$ cat src/rtl/cp0_regfile.sv
// Coprocessor-0 register file: Status, Cause, EPC, BadVAddr, Count, Compare.
// Optional timer match logic via `CP0_TIMER_INT_EN.
//
// Ports:
//   clk, resetn            clock, async active-low reset
//   we_i/waddr_i/data_i    MTC0 write
//   raddr_i/data_o         MFC0 read (combinational, pre-write value)
//   int_i                  hardware interrupt lines
//   is_except_i, except_type_i, current_inst_addr_i,
//   is_in_delayslot_i, bad_addr_i   exception decision from M stage
//   status_o..badvaddr_o   register contents
//   timer_int_o            pending timer interrupt
module cp0_regfile (
  input  logic        clk,
  input  logic        resetn,
  input  logic        we_i,
  input  logic [4:0]  waddr_i,
  input  logic [4:0]  raddr_i,
  input  logic [31:0] data_i,
  input  logic [5:0]  int_i,
  input  logic        is_except_i,
  input  logic [31:0] except_type_i,
  input  logic [31:0] current_inst_addr_i,
  input  logic        is_in_delayslot_i,
  input  logic [31:0] bad_addr_i,
  output logic [31:0] data_o,
  output logic [31:0] status_o,
  output logic [31:0] cause_o,
  output logic [31:0] epc_o,
  output logic [31:0] count_o,
  output logic [31:0] compare_o,
  output logic [31:0] badvaddr_o,
  output logic        timer_int_o
);

  localparam logic [4:0] A_BADV = 5'd8;
  localparam logic [4:0] A_CNT  = 5'd9;
  localparam logic [4:0] A_CMP  = 5'd11;
  localparam logic [4:0] A_STAT = 5'd12;
  localparam logic [4:0] A_CAUS = 5'd13;
  localparam logic [4:0] A_EPC  = 5'd14;

  logic [7:0]  im_q, im_d;
  logic        exl_q, exl_d;
  logic        ie_q, ie_d;
  logic        bd_q, bd_d;
  logic [5:0]  iphw_q, iphw_d;
  logic [1:0]  ipsw_q, ipsw_d;
  logic [4:0]  exc_q, exc_d;
  logic [31:0] epc_q, epc_d;
  logic [31:0] badv_q, badv_d;
  logic [31:0] cnt_q, cnt_d;
  logic [31:0] cmp_q, cmp_d;
  logic        tick_q, tick_d;
  logic        tmr_q, tmr_d;

  logic exc, eret, wr;

  always_comb begin
    eret = is_except_i && (except_type_i == 32'he);
    exc  = is_except_i && (except_type_i != 32'he);
    // any exception/ERET squashes the MTC0 in the same cycle
    wr   = we_i && !is_except_i;

    im_d   = im_q;
    exl_d  = exl_q;
    ie_d   = ie_q;
    bd_d   = bd_q;
    ipsw_d = ipsw_q;
    exc_d  = exc_q;
    epc_d  = epc_q;
    badv_d = badv_q;
    cmp_d  = cmp_q;
    tick_d = ~tick_q;
    cnt_d  = tick_q ? cnt_q + 32'd1 : cnt_q;
    iphw_d = {int_i[5] | tmr_q, int_i[4:0]};

    if (wr) begin
      unique case (waddr_i)
        A_CNT:  cnt_d = data_i;
        A_CMP:  cmp_d = data_i;
        A_STAT: begin
          im_d  = data_i[15:8];
          exl_d = data_i[1];
          ie_d  = data_i[0];
        end
        A_CAUS: ipsw_d = data_i[9:8];
        A_EPC:  epc_d = data_i;
        default: ;
      endcase
    end

    if (exc) begin
      exc_d = except_type_i[4:0];
      // nested exceptions keep the original return point
      if (!exl_q) begin
        epc_d = is_in_delayslot_i ?
                current_inst_addr_i - 32'd4 :
                current_inst_addr_i;
        bd_d  = is_in_delayslot_i;
      end
      exl_d = 1'b1;
      if (except_type_i == 32'h4 ||
          except_type_i == 32'h5)
        badv_d = bad_addr_i;
    end

    if (eret)
      exl_d = 1'b0;

`ifdef CP0_TIMER_INT_EN
    tmr_d = tmr_q;
    if (cmp_q != 32'd0 && cnt_q == cmp_q)
      tmr_d = 1'b1;
    if (wr && waddr_i == A_CMP)
      tmr_d = 1'b0;
`else
    tmr_d = 1'b0;
`endif
  end

  always_ff @(posedge clk or negedge resetn) begin
    if (!resetn) begin
      im_q   <= '0;
      exl_q  <= 1'b0;
      ie_q   <= 1'b0;
      bd_q   <= 1'b0;
      iphw_q <= '0;
      ipsw_q <= '0;
      exc_q  <= '0;
      epc_q  <= '0;
      badv_q <= '0;
      cnt_q  <= '0;
      cmp_q  <= '0;
      tick_q <= 1'b0;
      tmr_q  <= 1'b0;
    end else begin
      im_q   <= im_d;
      exl_q  <= exl_d;
      ie_q   <= ie_d;
      bd_q   <= bd_d;
      iphw_q <= iphw_d;
      ipsw_q <= ipsw_d;
      exc_q  <= exc_d;
      epc_q  <= epc_d;
      badv_q <= badv_d;
      cnt_q  <= cnt_d;
      cmp_q  <= cmp_d;
      tick_q <= tick_d;
      tmr_q  <= tmr_d;
    end
  end

  assign status_o = {9'b0, 1'b1, 6'b0, im_q,
                     6'b0, exl_q, ie_q};
  assign cause_o  = {bd_q, 15'b0, iphw_q, ipsw_q,
                     1'b0, exc_q, 2'b0};
  assign epc_o       = epc_q;
  assign count_o     = cnt_q;
  assign compare_o   = cmp_q;
  assign badvaddr_o  = badv_q;
  assign timer_int_o = tmr_q;

  always_comb begin
    unique case (raddr_i)
      A_BADV:  data_o = badv_q;
      A_CNT:   data_o = cnt_q;
      A_CMP:   data_o = cmp_q;
      A_STAT:  data_o = status_o;
      A_CAUS:  data_o = cause_o;
      A_EPC:   data_o = epc_q;
      default: data_o = 32'd0;
    endcase
  end

endmodule

$ cat config.mk
export PLATFORM = sky130hd
export DESIGN_NAME = cp0_regfile
export DESIGN_NICKNAME = d
export VERILOG_FILES = /design/src/rtl/cp0_regfile.sv
export SDC_FILE = /design/constraint.sdc
export NUM_CORES = 1
export LEC_CHECK = 0
export ABC_AREA = 1
export CAP_MARGIN = 20
export CORE_ASPECT_RATIO = 0.5
export CORE_MARGIN = 2
export CORE_UTILIZATION = 45
export CTS_BUF_LIST = sky130_fd_sc_hd__clkbuf_4
export DETAILED_ROUTE_END_ITERATION = 6
export PLACE_DENSITY_LB_ADDON = 0.12
export SETUP_SLACK_MARGIN = 0.5
export SLEW_MARGIN = 20
export SYNTH_ARGS = -nofsm -noshare
export SYNTH_HDL_FRONTEND = slang
export SYNTH_SLANG_ARGS = --single-unit
$ cat constraint.sdc
create_clock -name clk -period 2.4 [get_ports clk]
set_input_delay 0.72 -clock clk [delete_from_list [all_inputs] [get_ports clk]]
set_output_delay 0.72 -clock clk [all_outputs]
set_load 0.02 [all_outputs]
==> results.txt <==
Commonest non-fill, non-tap cell in the layout = nand2_1
Core area = 19800 um2
Crit path capture type = output port
Clock network fraction of total power = 21.2%
Drt first pass iters = 7
Residual DRC = 36
Mapped Avg Cell Area = 7.20 um2
Final WS setup = -400 ps
Max Root-Sink Buffers = 2
Tcrit/Tclk final = 117%
Fin nets = 1945
Synth Warn # = 0
Psw = 0.00351 W
Actual slew at the worst max-slew pin = 617 ps
Tmin final = 2800 ps
Sw frac = 38.9%
Area Overhead vs Synth = 70.7%
P_leak = 7.83 nW
Register bit total from synthesis = 153
Number of CTS-inserted buffers = 17
Root buffer cell = clkbuf_4
Cts hold-fix bufs = 0
Reg power frac = 37.8%
H-tree depth = 4
Post-synth ARST share = 100%
Hold Path Class = input port to async pin
Fin util = 79.8%
Total track usage = 41.0%
WL/cell = 24.3 um
Failing checks = DRC, setup timing
Relative slew slack = 58.6%
Wirelength, routed = 50.4 mm
R2R setup slack = 310 ps
Power per cell area = 573 nW/um2
Max Cap Violations = 0
Logic pwr share = 40.9%
Via-per-instance ratio = 5.79
Skew final = 22.0 ps
Number of enable flip-flop cells after synthesis = 0
Remaining global-route overflow = 0
Core Rows = 36
Syn Std Cell Area = 9240 um2
Total die area = 21800 um2
IO buf count = 332
Data required, critical path = 1680 ps
Largest net degree at the start of global routing = 55
Post-Synthesis Cells = 1283
Ys flop type = dfrtp_1
Iter 0 DRT Violations = 1764
Critical Path Fanout Max = 4
Seq/Total Area, Yosys = 41.4%
Int Pwr = 0.00552 W
Crit start category = input port
FMAX = 357 MHz
CTS tree = built
Clock latency on the worst-skew pair = 630 ps
RSZ-0062 raised after global routing = yes
Slew Viols, Final = 0
Share of layout cells above drive strength 1 = 34.8%
Initial antenna violation count = 4
Highest-count cells in the layout ignoring fill and taps = nand2_1, buf_6, inv_1, clkdlybuf4s50_1, buf_4
Finish-stage setup viols = 32
R2r worst-path depth = 13
Post-synth cell types = 44
Initial Util = 46.7%
R2r endpoint = count_o[22]$_DFF_PN0_
Reg2reg start = count_o[0]$_DFF_PN0_
Status = finished, violations left
DP HPWL = 32.0 mm
First-pass GRT wire length = 65.5 mm
Worst path arrival time = 2080 ps
Peak VDD IR = 0.335 mV
Vias post-DR = 12000
Final Hold Fails = 0
Setup CP Type = input port to output port
Die Y = 105 um
Die width = 207 um
Vias in the first global route = 10900
Number of routed nets with antenna violations = 0
Clk slew on worst S/H paths = 140 ps
# IOs = 374
Final GP Congestion = 1.05
Total power = 0.00904 W
Clk sinks = 153
## sequential cells by signal (all words and copies together), names as in the netlist
signal	count
im_q	8
iphw_q	6
ipsw_q	2
compare_o	32
bd_q	1
epc_o	32
exl_q	1
tick_q	1
exc_q	5
badvaddr_o	32
ie_q	1
count_o	32
## per-stage QoR
stage	hold WS [ps]	setup slack [ps]	area, um2	TNS [ps]	std cells
floorplan	424	93.9	9730	0	1322
global placement	499	-1080	13500	-37730	1897
detailed placement	502	-1170	13500	-41500	1897
CTS	35.0	-204	14900	-4750	2032
global route	8.28	-529	15800	-11990	2074
finish	30.2	-400	15800	-9100	2074
## worst max path at each step
stage,from,endpoint,depth (start not counted),slack [ps]
after CTS,raddr_i[4],data_o[3],11,-200
after global placement,raddr_i[2],data_o[3],8,-1080
after detailed placement,raddr_i[2],data_o[14],8,-1170
final,raddr_i[3],data_o[14],10,-400
after global routing,raddr_i[3],data_o[14],10,-530
after floorplan,raddr_i[4],data_o[13],6,90
## metal layers
metal	track usage [%]	wire length, um
met1	54.2	17900
met2	62.4	21200
met3	16.2	8410
met4	10.7	2670
met5	0	172
## logic make-up after synthesis
family                     count (synthesis)  share of synthesized area [%]
AOI/OAI and AO/OA                        216                           13.1
xor gates and xnor gates                  27                           2.56
adders and majority gates                  2                          0.271
buffers and inverters                    252                           12.6
DFF                                      153                           41.4
muxes                                      4                          0.650
other                                      2                         0.0813
and+or+nand+nor                          627                           29.3
## power groups by stage
stage | Clock [W] | Sequential [W] | Combinational [W]
6_report | 0.00192 | 0.00342 | 0.00370
5_1_grt | 0.00202 | 0.00343 | 0.00387
4_1_cts | 0.00187 | 0.00334 | 0.00330
3_5_place_dp | 0 | 0.00346 | 0.00263
3_3_place_gp | 0 | 0.00346 | 0.00259
2_1_floorplan | 0 | 0.00366 | 0.000896
## worst max-delay path, cell delays in order
cell      delay, ps
buf_8           110
buf_6           120
nand2_8          50
inv_6            40
nand3_1          90
inv_1           110
buf_4           170
a22oi_2         290
o211ai_1        180
buf_4           200
## layout make-up
type                       instances  area [um2]
antenna                            2        5.00
clock buffer                      20         150
clock inverter                    11         173
fill                            1227        4000
inverter                         159         639
multi-input combinational        917        4930
sequential                       153        3890
tap                              266         333
timing repair buffer             546        5650
## Yosys cell counts (all sizes together) (6+ instances only)
library cell	n	area share [%]
a21oi	19	1.0
a22oi	28	2.3
and2	7	0.47
buf	69	5.1
clkbuf	24	1.0
dfrtp	153	41
inv	159	6.5
nand2	400	16
nand3	78	4.5
nand4	31	2.3
nor2	95	4.4
nor3	9	0.61
o211ai	13	1.1
o21ai	147	8.0
xnor2	6	0.57
xor2	21	2.0
## what timing repair did
item | in CTS | in global routing
setup buffers | 101 | 38
endpoints found under the setup margin | 218 | 230
pin swaps | 18 | 33
resized for setup | 1081 | 222
gates cloned | 3 | 2
(Power assumes the default switching activity.)
